`config.mk`:
```
export PLATFORM = sky130hd
export DESIGN_NAME = alu_decode_stage
export DESIGN_NICKNAME = d
export VERILOG_FILES = /design/src/rtl/alu_decode_stage.sv
export SDC_FILE = /design/constraint.sdc
export NUM_CORES = 1
export LEC_CHECK = 0
export CAP_MARGIN = 20
export CORE_ASPECT_RATIO = 0.9
export CORE_MARGIN = 3
export CORE_UTILIZATION = 46
export CTS_CLUSTER_DIAMETER = 120
export DETAILED_ROUTE_END_ITERATION = 16
export PLACE_DENSITY = 0.92
export SLEW_MARGIN = 30
export SYNTH_ARGS = -nofsm -noshare
export SYNTH_HDL_FRONTEND = slang
export SYNTH_SLANG_ARGS = --single-unit
```
`constraint.sdc`:
```
create_clock -name clk -period 5.3 [get_ports clk]
set_clock_uncertainty 0.2 [all_clocks]
set_input_delay 0.795 -clock clk [delete_from_list [all_inputs] [get_ports clk]]
set_output_delay 0.795 -clock clk [all_outputs]
set_load 0.01 [all_outputs]
```
`src/rtl/alu_decode_stage.sv`:
```
// Registered, handshaked ALU decoder with architectural NZCV flag register
// and a saturating counter of accepted undefined encodings.
module alu_decode_stage #(
    parameter int          ALUCTRL_W   = 3,
    parameter int          UNDEF_CNT_W = 8,
    parameter logic [3:0]  FLAGS_RST   = 4'b0000
) (
    input  logic                   clk,
    input  logic                   reset_n,
    input  logic                   in_valid,
    output logic                   in_ready,
    input  logic                   alu_op,
    input  logic [4:0]             funct,
    output logic                   out_valid,
    input  logic                   out_ready,
    input  logic                   flush,
    output logic [ALUCTRL_W-1:0]   alu_control,
    output logic [1:0]             flag_w,
    output logic                   no_write,
    output logic                   undef,
    input  logic                   ex_flag_we,
    input  logic [1:0]             ex_flag_w,
    input  logic                   ex_cond_ex,
    input  logic [3:0]             ex_alu_flags,
    output logic [3:0]             flags,
    output logic [UNDEF_CNT_W-1:0] undef_cnt
);

    localparam logic [2:0] OP_ADD  = 3'b000;
    localparam logic [2:0] OP_SUB  = 3'b001;
    localparam logic [2:0] OP_AND  = 3'b010;
    localparam logic [2:0] OP_ORR  = 3'b011;
    localparam logic [2:0] OP_EOR  = 3'b100;
    localparam logic [2:0] OP_RSB  = 3'b101;
    localparam logic [2:0] OP_MOVB = 3'b110;
    localparam logic [UNDEF_CNT_W-1:0] CNT_MAX = {UNDEF_CNT_W{1'b1}};

    // Returns {alu_control[2:0], flag_w[1:0], no_write, undef}
    function automatic logic [6:0] decode_fn(input logic aop, input logic [4:0] f);
        logic [2:0] ctrl;
        logic [1:0] fw;
        logic       nw;
        logic       ud;
        logic       s;
        s    = f[0];
        ctrl = OP_ADD;
        fw   = 2'b00;
        nw   = 1'b0;
        ud   = 1'b0;
        if (aop) begin
            case (f[4:1])
                4'b0100: begin ctrl = OP_ADD;  fw = s ? 2'b11 : 2'b00; end
                4'b0010: begin ctrl = OP_SUB;  fw = s ? 2'b11 : 2'b00; end
                4'b0011: begin ctrl = OP_RSB;  fw = s ? 2'b11 : 2'b00; end
                4'b0000: begin ctrl = OP_AND;  fw = s ? 2'b10 : 2'b00; end
                4'b1100: begin ctrl = OP_ORR;  fw = s ? 2'b10 : 2'b00; end
                4'b0001: begin ctrl = OP_EOR;  fw = s ? 2'b10 : 2'b00; end
                4'b1101: begin ctrl = OP_MOVB; fw = s ? 2'b10 : 2'b00; end
                // Compare/test forms only exist with S set; S=0 falls to undefined
                4'b1010: begin
                    nw = 1'b1;
                    if (s) begin ctrl = OP_SUB; fw = 2'b11; end
                    else   begin ud = 1'b1; end
                end
                4'b1011: begin
                    nw = 1'b1;
                    if (s) begin ctrl = OP_ADD; fw = 2'b11; end
                    else   begin ud = 1'b1; end
                end
                4'b1000: begin
                    nw = 1'b1;
                    if (s) begin ctrl = OP_AND; fw = 2'b10; end
                    else   begin ud = 1'b1; end
                end
                default: begin ud = 1'b1; nw = 1'b1; end
            endcase
        end else begin
            ctrl = OP_ADD;
        end
        return {ctrl, fw, nw, ud};
    endfunction

    logic                   out_valid_r;
    logic [ALUCTRL_W-1:0]   alu_control_r;
    logic [1:0]             flag_w_r;
    logic                   no_write_r;
    logic                   undef_r;
    logic [3:0]             flags_r;
    logic [UNDEF_CNT_W-1:0] undef_cnt_r;
    logic                   in_ready_s;
    logic                   accept_s;
    logic [6:0]             dec_s;

    assign in_ready_s = ~out_valid_r | out_ready;
    assign accept_s   = in_valid & in_ready_s;
    assign dec_s      = decode_fn(alu_op, funct);

    // Output stage register: flush beats accept, result held under backpressure
    always_ff @(posedge clk or negedge reset_n) begin
        if (!reset_n) begin
            out_valid_r   <= 1'b0;
            alu_control_r <= '0;
            flag_w_r      <= 2'b00;
            no_write_r    <= 1'b0;
            undef_r       <= 1'b0;
        end else if (flush) begin
            out_valid_r   <= 1'b0;
        end else if (accept_s) begin
            out_valid_r   <= 1'b1;
            alu_control_r <= ALUCTRL_W'(dec_s[6:4]);
            flag_w_r      <= dec_s[3:2];
            no_write_r    <= dec_s[1];
            undef_r       <= dec_s[0];
        end else if (out_ready) begin
            out_valid_r   <= 1'b0;
        end
    end

    // Saturating count of accepted (not flushed) undefined decodes
    always_ff @(posedge clk or negedge reset_n) begin
        if (!reset_n) begin
            undef_cnt_r <= '0;
        end else if (accept_s && !flush && dec_s[0] && (undef_cnt_r != CNT_MAX)) begin
            undef_cnt_r <= undef_cnt_r + UNDEF_CNT_W'(1);
        end
    end

    // Architectural NZCV, written per half when Execute commits a flag update
    always_ff @(posedge clk or negedge reset_n) begin
        if (!reset_n) begin
            flags_r <= FLAGS_RST;
        end else if (ex_flag_we && ex_cond_ex) begin
            if (ex_flag_w[1]) flags_r[3:2] <= ex_alu_flags[3:2];
            if (ex_flag_w[0]) flags_r[1:0] <= ex_alu_flags[1:0];
        end
    end

    assign in_ready    = in_ready_s;
    assign out_valid   = out_valid_r;
    assign alu_control = alu_control_r;
    assign flag_w      = flag_w_r;
    assign no_write    = no_write_r;
    assign undef       = undef_r;
    assign flags       = flags_r;
    assign undef_cnt   = undef_cnt_r;

endmodule

```
==> out/metrics.csv, run 1 <==
metric,value,unit
hold_viol_final,0,
viasPerCell,5.31,
post_cts_buffers,0,
cts_buffers,3,
io_pins,40,
clock_path_buffers,2,
cts_resized,0,
synth_nets,121,
end_kind,primary output,
grt_pass1_wl,4180,µm
dp.cells,164,
hold_path_class,input pin to asynchronous set/reset pin,
postSynthCellCount,101,
status,finished clean,
yosysWarnings,0,
dp_hpwl,1900,µm
area_growth,44.9,%
grt_pass1_vias,965,
synth_area_leaders,"dfrtp_1 (48%), nand2_1 (5.1%), mux2_2 (4.3%), xor2_1 (3.4%), nand2b_1 (3.0%)",
gp_congestion,0.875,
numPortBuffers,39,
critPathRequiredTime,4.30,ns
arrival,1.99,ns
final_common_cell,clkdlybuf4s50_1,
grt_max_degree,21,
synth_top_cell_by_area,dfrtp_1,
slew_headroom,71.8,%
ys_seq_area_share,48.3,%
path_clk_slew,0.12,ns
synth.distinct_cells,31,
slew_violations,0,
fmax,0.335,GHz
cp_max_fo,4,
finalPower,0.470,mW
final_layout_size_suffix_gt1_share,12.6,%
clkLatencyLatePin,0.31,ns
grt_antenna_before_repair,0,
fin_tns_setup,0,ns
h-tree-depth,1,
die_h,51.0,µm
overflow,0,
critPathLaunchType,input pin,
crit_type,input pin to primary output,
fin_crit_sh,56.4,%
layout_common_cells,"clkdlybuf4s50_1 (38), dfrtp_1 (20), nand2_1 (14), nor2_1 (8)",
root_buffer,clkbuf_4,
routed_wirelength,2390,µm
synth_top_cell_area_share,48.3,%
finalNonFillerCells,168,
dieWidth,56.0,µm
core,2030,µm²
holdBufCountCts,0,
wl_per_cell,14.2,µm
netlist_area,1040,µm²
cts_tree,yes,
synth_seq_cells,20,
setup_viol,0,
drt_iter0_drc,15,
power.density,313,nW/µm²
peakVddDrop,0.278,mV
finalWorstPathRequiredPeriod,2.99,ns
fillers,156,
drv_cap,0,
start_util,51.1,%
final_core_util,74.1,%
rows,15,
rsz0062_at_grt,false,
grt_use_total,18.8,%
p_leak,0.637,nW
clock_sinks,20,
syn_avg_cell_area,10.3,µm²
drt_first_pass_iters,4,
fin_ws,2.31,ns
num_vias,892,
diodes,0,
tightest_slew,0.422,ns
dieArea,2860,µm²
drc,0,
ant_nets,0,
place_ws,2.32,ns
fin_nets,164,
layout make-up:
type	count	area [µm²]	share of cell area (%)
clock buffer	3	22.5	1.50
clock inverter	1	30.0	2.00
inverter	6	22.5	1.50
multi-input combinational	74	509	33.9
sequential	20	500	33.3
tap	25	31.3	2.08
timing repair buffer	39	385	25.7
path summary, 6_finish.rpt:
check | start | end | slack, ns | cells after the start
setup reg to reg | undef_cnt[0] | undef_cnt[7] | 3.19 | 6
max in group asynchronous | reset_n | undef_cnt[1] | 4.41 | 1
hold / removal | reset_n | alu_control[0] | 0.20 | 1
hold reg to reg | alu_control[2] | alu_control[2] | 0.30 | 2
min in group clk | alu_control[2] | alu_control[2] | 0.30 | 2
setup / recovery | out_ready | in_ready | 2.31 | 4
where the power goes:
group          total (mW)  switching (mW)  internal [mW]
logic               0.139          0.0567         0.0826
clock network       0.126          0.0496         0.0765
registers           0.205          0.0272          0.177
worst max-delay path, stage by stage:
cell and delay, ns:
clkdlybuf4s50_1 0.44, nor2b_4 0.20, inv_1 0.08, clkdlybuf4s50_1 0.48
logic make-up (layout without fill, tap and decap cells):
logic type | after synthesis | count (layout) | share of synthesized area [%]
simple gates | 43 | 43 | 22.5
flops | 20 | 20 | 48.3
compound gates | 18 | 18 | 13.8
xor+xnor | 7 | 7 | 5.92
buf+inv | 7 | 49 | 2.54
mux | 5 | 5 | 5.80
fa+ha+maj | 1 | 1 | 1.21
layer usage:
| metal | routed length, µm | track usage, % | vias to the layer above |
|---|---|---|---|
| li1 | - | - | 432 |
| met1 | 1010 | 22.0 | 423 |
| met2 | 1190 | 33.3 | 32 |
| met3 | 144 | 3.54 | 5 |
| met4 | 38 | 8.70 | 0 |
| met5 | 0 | 0 | - |
through the flow:
step / instance area, µm² / hold WS (ns)
floorplan: 1040 / 0.299
global placement: 1450 / 0.263
detailed placement: 1450 / 0.275
CTS: 1510 / 0.297
global route: 1500 / 0.233
finish: 1500 / 0.196
cell usage after synthesis:
library cell / number
a2111oi_4: 1
a211oi_1: 1
a21oi_1: 3
a32oi_1: 1
and3_1: 1
and3_4: 1
and4_1: 1
clkbuf_1: 1
dfrtp_1: 20
ha_1: 1
inv_1: 6
mux2_2: 4
mux2_4: 1
nand2_1: 14
nand2b_1: 5
nand3_1: 6
nand3_2: 1
nor2_1: 8
nor2b_1: 1
nor2b_4: 1
nor3_1: 1
nor3_2: 2
nor3b_1: 1
o211ai_2: 2
o21a_1: 1
o21ai_0: 6
o21ai_1: 1
o31ai_1: 1
o41ai_1: 1
xnor2_1: 3
xor2_1: 4
registers in the layout (all words and copies together), names as in the netlist:
signal	flops
undef_cnt	8
flags	4
alu_control	3
flag_w	2
no_write	1
out_valid	1
undef	1
(Power assumes the default switching activity.)
==> run 2: changes to the inputs <==
--- a/config.mk
+++ b/config.mk
@@ -8,10 +8,10 @@
 export CAP_MARGIN = 20
 export CORE_ASPECT_RATIO = 0.9
 export CORE_MARGIN = 3
-export CORE_UTILIZATION = 46
+export CORE_UTILIZATION = 43
 export CTS_CLUSTER_DIAMETER = 120
 export DETAILED_ROUTE_END_ITERATION = 16
-export PLACE_DENSITY = 0.92
+export PLACE_DENSITY = 0.87
 export SLEW_MARGIN = 30
 export SYNTH_ARGS = -nofsm -noshare
 export SYNTH_HDL_FRONTEND = slang
==> constraint.sdc (replaced) <==
create_clock -name clk -period 2.78 [get_ports clk]
set_clock_uncertainty 0.2 [all_clocks]
set_input_delay 0.417 -clock clk [delete_from_list [all_inputs] [get_ports clk]]
set_output_delay 0.417 -clock clk [all_outputs]
set_load 0.01 [all_outputs]
==> out/metrics.csv, run 2 (synthesis gave the netlist of run 1 again) <==
metric,value,unit,change
dieWidth,57.7,µm,+3.1%
grt_max_degree,21,,unchanged
final_common_cell,clkdlybuf4s50_1,,
clkLatencyLatePin,0.31,ns,about the same
crit_chain,clkdlybuf4s50_1 > nor2b_4 > inv_1 > clkdlybuf4s50_1,,
grt_pass1_wl,4260,µm,+1.8%
root_buffer,clkbuf_4,,
dieArea,3040,µm²,+6.2%
rsz0062_at_grt,false,,
start_util,46.2,%,-4.9 points
routed_wirelength,2530,µm,+5.9%
p_leak,0.642,nW,+0.75%
overflow,0,,unchanged
diodes,0,,unchanged
rows,16,,+1
fin_tns_setup,0,ns,unchanged
drv_cap,0,,unchanged
crit_family,buffers and inverters,,
final_layout_size_suffix_gt1_share,12.5,%,-0.087 points
die_h,52.6,µm,+3.0%
peakVddDrop,0.624,mV,+120%
critPathLaunchType,input pin,,
crit_type,input pin to primary output,,
slew_headroom,74.2,%,+2.4 points
clock_sinks,20,,unchanged
hold_viol_final,0,,unchanged
grt_use_total,18.8,%,+0.043 points
path_clk_slew,0.12,ns,about the same
cts_tree,yes,,
dp_hpwl,1880,µm,-0.92%
cts_buffers,3,,unchanged
drt_iter0_drc,46,,+31
wl_per_cell,14.8,µm,+4.0%
slowest_delay,0.48,ns,about the same
crit_buf_inv,3,,unchanged
clock_path_buffers,2,,unchanged
numPortBuffers,39,,unchanged
end_kind,primary output,,
power.density,599,nW/µm²,+91%
grt_pass1_vias,914,,-5.3%
fin_crit_sh,79.9,%,
h-tree-depth,1,,unchanged
holdBufCountCts,0,,unchanged
cp_max_fo,4,,unchanged
area_growth,46.4,%,
ant_nets,0,,unchanged
largest_reg_flops,8,,unchanged
core,2240,µm²,+11%
slew_violations,0,,unchanged
setup_viol,0,,unchanged
layout_common_cells,"clkdlybuf4s50_1 (39), dfrtp_1 (20), nand2_1 (14), nor2_1 (8)",,
critPathRequiredTime,2.16,ns,-2.14 ns
fin_nets,165,,+0.61%
drt_first_pass_iters,4,,unchanged
dp.cells,167,,+1.8%
fmax,0.450,GHz,
viasPerCell,5.40,,+1.8%
finalNonFillerCells,171,,+1.8%
status,finished clean,,
arrival,1.61,ns,-0.38 ns
num_vias,924,,+3.6%
finalWorstPathRequiredPeriod,2.22,ns,
io_pins,40,,unchanged
crit_slowest_cell,clkdlybuf4s50_1,,
place_area,1460,µm²,+0.69%
tightest_slew,0.387,ns,-0.0355 ns
design_area,1520,µm²,+1.0%
post_cts_buffers,0,,unchanged
cpMostUsedCell,clkdlybuf4s50_1,,
hold_path_class,input pin to asynchronous set/reset pin,,
drc,0,,unchanged
grt_antenna_before_repair,0,,unchanged
cts_resized,0,,unchanged
gp_congestion,0.837,,-4.3%
-- run 2: worst paths after layout --
kind,start,end,slack [ns],cells past startpoint
worst min-delay path,reset_n,flag_w[1],0.23,2
min in group clk,alu_control[1],alu_control[1],0.29,2
worst min register to register,alu_control[1],alu_control[1],0.29,2
worst max register to register,undef_cnt[0],undef_cnt[7],0.68,6
max in group asynchronous,reset_n,undef_cnt[3],1.94,2
worst max-delay path,out_ready,in_ready,0.56,4
-- run 2: layout make-up --
class                           count  area (µm²)
Tap cell                           27        33.8
Clock buffer                        3        22.5
Multi-Input combinational cell     74         509
Timing Repair Buffer               40         398
Clock inverter                      1        30.0
Sequential cell                    20         500
Fill cell                         180         726
Inverter                            6        22.5
-- run 2: power by group --
part | switching, mW | internal (mW) | leakage (nW) | total [mW]
Clock | 0.0941 | 0.146 | 0.0279 | 0.240
Sequential | 0.0571 | 0.338 | 0.255 | 0.395
Combinational | 0.112 | 0.161 | 0.359 | 0.273
Total | 0.263 | 0.645 | 0.642 | 0.908
-- run 2: routing by layer --
metal,vias to the layer above,routed length [µm],GRT usage [%]
li1,434,-,-
met2,62,1190,31.0
met3,6,241,5.42
met1,422,1040,22.7
met5,-,0,0
met4,0,59,8.49
-- run 2: through the flow --
step | utilization (%) | total power [mW] | setup slack [ns] | hold WS, ns
floorplan | - | 0.501 | 0.813 | -0.0786
global placement | 65.3 | 0.651 | 0.477 | 0.265
detailed placement | 65.3 | 0.662 | 0.404 | 0.267
CTS | 67.6 | 0.913 | 0.557 | 0.232
global route | 67.6 | 0.951 | 0.513 | 0.232
finish | 67.6 | 0.908 | 0.558 | 0.228
==> run 3: changes to the inputs <==
--- a/config.mk
+++ b/config.mk
@@ -8,10 +8,10 @@
 export CAP_MARGIN = 20
 export CORE_ASPECT_RATIO = 0.9
 export CORE_MARGIN = 3
-export CORE_UTILIZATION = 43
+export CORE_UTILIZATION = 38
 export CTS_CLUSTER_DIAMETER = 120
 export DETAILED_ROUTE_END_ITERATION = 16
-export PLACE_DENSITY = 0.87
+export PLACE_DENSITY = 0.82
 export SLEW_MARGIN = 30
 export SYNTH_ARGS = -nofsm -noshare
 export SYNTH_HDL_FRONTEND = slang
==> constraint.sdc (replaced) <==
create_clock -name clk -period 1.8 [get_ports clk]
set_clock_uncertainty 0.2 [all_clocks]
set_input_delay 0.27 -clock clk [delete_from_list [all_inputs] [get_ports clk]]
set_output_delay 0.27 -clock clk [all_outputs]
set_load 0.01 [all_outputs]
==> out/metrics.csv, run 3 (synthesis gave the netlist of run 1 again) <==
metric,value,unit,change
drt_iter0_drc,22,,-52%
dp.cells,192,,+15%
tightest_slew,0.358,ns,-0.0285 ns
design_area,1800,µm²,+19%
root_buffer,clkbuf_4,,
slowest_delay,0.45,ns,-0.03 ns
h-tree-depth,1,,unchanged
violations,setup timing,,
numPortBuffers,39,,unchanged
num_vias,1037,,+12%
cts_buffers,3,,unchanged
crit_family,compound AO/OA/AOI/OAI gates,,
place_ws,-0.367,ns,-0.771 ns
setup_viol,6,,+6
layout_common_cells,"clkdlybuf4s50_1 (30), buf_4 (29), dfrtp_1 (18), nand2_1 (14), dlygate4sd2_1 (9)",,
final_common_cell,clkdlybuf4s50_1,,
critPathRequiredTime,1.82,ns,-0.34 ns
final_layout_size_suffix_gt1_share,33.1,%,+21 points
core,2530,µm²,+13%
fin_ws,-0.121,ns,-0.679 ns
clock_path_buffers,2,,unchanged
fillers,204,,+13%
dp_hpwl,2180,µm,+16%
grt_use_total,18.7,%,-0.058 points
grt_max_degree,21,,unchanged
peakVddDrop,0.533,mV,-15%
finalPower,1.56,mW,+72%
grt_antenna_before_repair,0,,unchanged
dieWidth,61.0,µm,+5.7%
critPathLaunchType,flop,,
diodes,0,,unchanged
clock_sinks,20,,unchanged
hold_path_class,input pin to asynchronous set/reset pin,,
crit_chain,ha_4 > and3_4 > a2111oi_4 > o211ai_2 > buf_4 > xnor2_1,,
fin_crit_sh,107,%,
drv_cap,0,,unchanged
clkLatencyLatePin,0.32,ns,about the same
slew_violations,0,,unchanged
end_kind,flop,,
gp_congestion,0.962,,+15%
arrival,1.94,ns,+0.33 ns
largest_reg_flops,8,,unchanged
crit_slowest_cell,dfrtp_2,,
multi_input_area,561,µm²,+10%
grt_pass1_wl,4750,µm,+12%
area_growth,74.2,%,
path_clk_slew,0.12,ns,about the same
viasPerCell,5.11,,-5.5%
drc,0,,unchanged
cp_max_fo,3,,-1
hold_viol_final,0,,unchanged
drt_first_pass_iters,4,,unchanged
final_core_util,71.3,%,+3.6 points
grt_pass1_vias,1090,,+19%
rows,17,,+1
finalWorstPathRequiredPeriod,1.92,ns,
place_area,1670,µm²,+14%
crit_type,flop to flop,,
routed_wirelength,3030,µm,+20%
cts_tree,yes,,
slew_headroom,75.8,%,+1.6 points
finalNonFillerCells,203,,+19%
p_leak,0.839,nW,+31%
io_pins,40,,unchanged
fmax,0.520,GHz,
overflow,0,,unchanged
ant_nets,0,,unchanged
power.density,867,nW/µm²,+45%
crit_buf_inv,1,,-2
start_util,40.9,%,-5.3 points
wl_per_cell,14.9,µm,+0.91%
seq_area,503,µm²,+0.50%
rsz0062_at_grt,true,,
status,finished with violations,,
die_h,55.5,µm,+5.7%
fin_nets,196,,+19%
dieArea,3390,µm²,+12%
[run 3: cell count changes in the layout (fill, tap and decap cells not counted), sizes merged]
| cell | before | now |
|---|---|---|
| dlygate4sd2 | 0 | 9 |
| buf | 1 | 32 |
| clkdlybuf4s50 | 39 | 30 |
[run 3: per-layer routing]
layer  wire [µm]  track usage, %  vias up
li1            -               -      501
met5           0               0        -
met2        1670            34.7       37
met1        1160            20.4      494
met4          53            5.88        0
met3         150            3.50        5
[run 3: power by group]
part	total, mW	leakage, nW	internal [mW]	switching, mW
Clock	0.383	0.0279	0.226	0.157
Sequential	0.576	0.253	0.527	0.0496
Combinational	0.605	0.559	0.354	0.251
Total	1.56	0.839	1.11	0.458
[run 3: through the flow]
stage	hold slack, ns	setup TNS, ns
finish	0.0646	-0.513
floorplan	-0.226	-0.0745
global placement	0.260	-2.01
detailed placement	0.277	-3.06
CTS	0.0850	-0.237
global route	0.107	-1.05
[run 3: final cells by class]
| cell class | count | area share, % |
|---|---|---|
| sequential | 20 | 27.9 |
| clock buffer | 3 | 1.25 |
| clock inverter | 1 | 1.66 |
| tap | 28 | 1.94 |
| timing repair buffer | 71 | 35.0 |
| multi-input combinational | 74 | 31.1 |
| inverter | 6 | 1.25 |
[run 3: final timing paths]
kind                           startpoint  slack (ns)  depth (start not counted)        endpoint
max                          undef_cnt[0]       -0.12                          6    undef_cnt[3]
min                               reset_n        0.06                          2    undef_cnt[1]
max reg2reg                  undef_cnt[0]       -0.12                          6    undef_cnt[3]
min reg2reg                alu_control[0]        0.30                          2  alu_control[0]
max in group asynchronous         reset_n        1.11                          2    undef_cnt[0]
min in group clk                    flush        0.29                          2       out_valid
[run 3: what timing repair did]
action	CTS	global route
hold buffers	0	0
resized for setup	18	3
endpoints found under the hold margin	0	0
pin swaps	9	5
setup endpoints to repair	13	7
buffers inserted	6	2
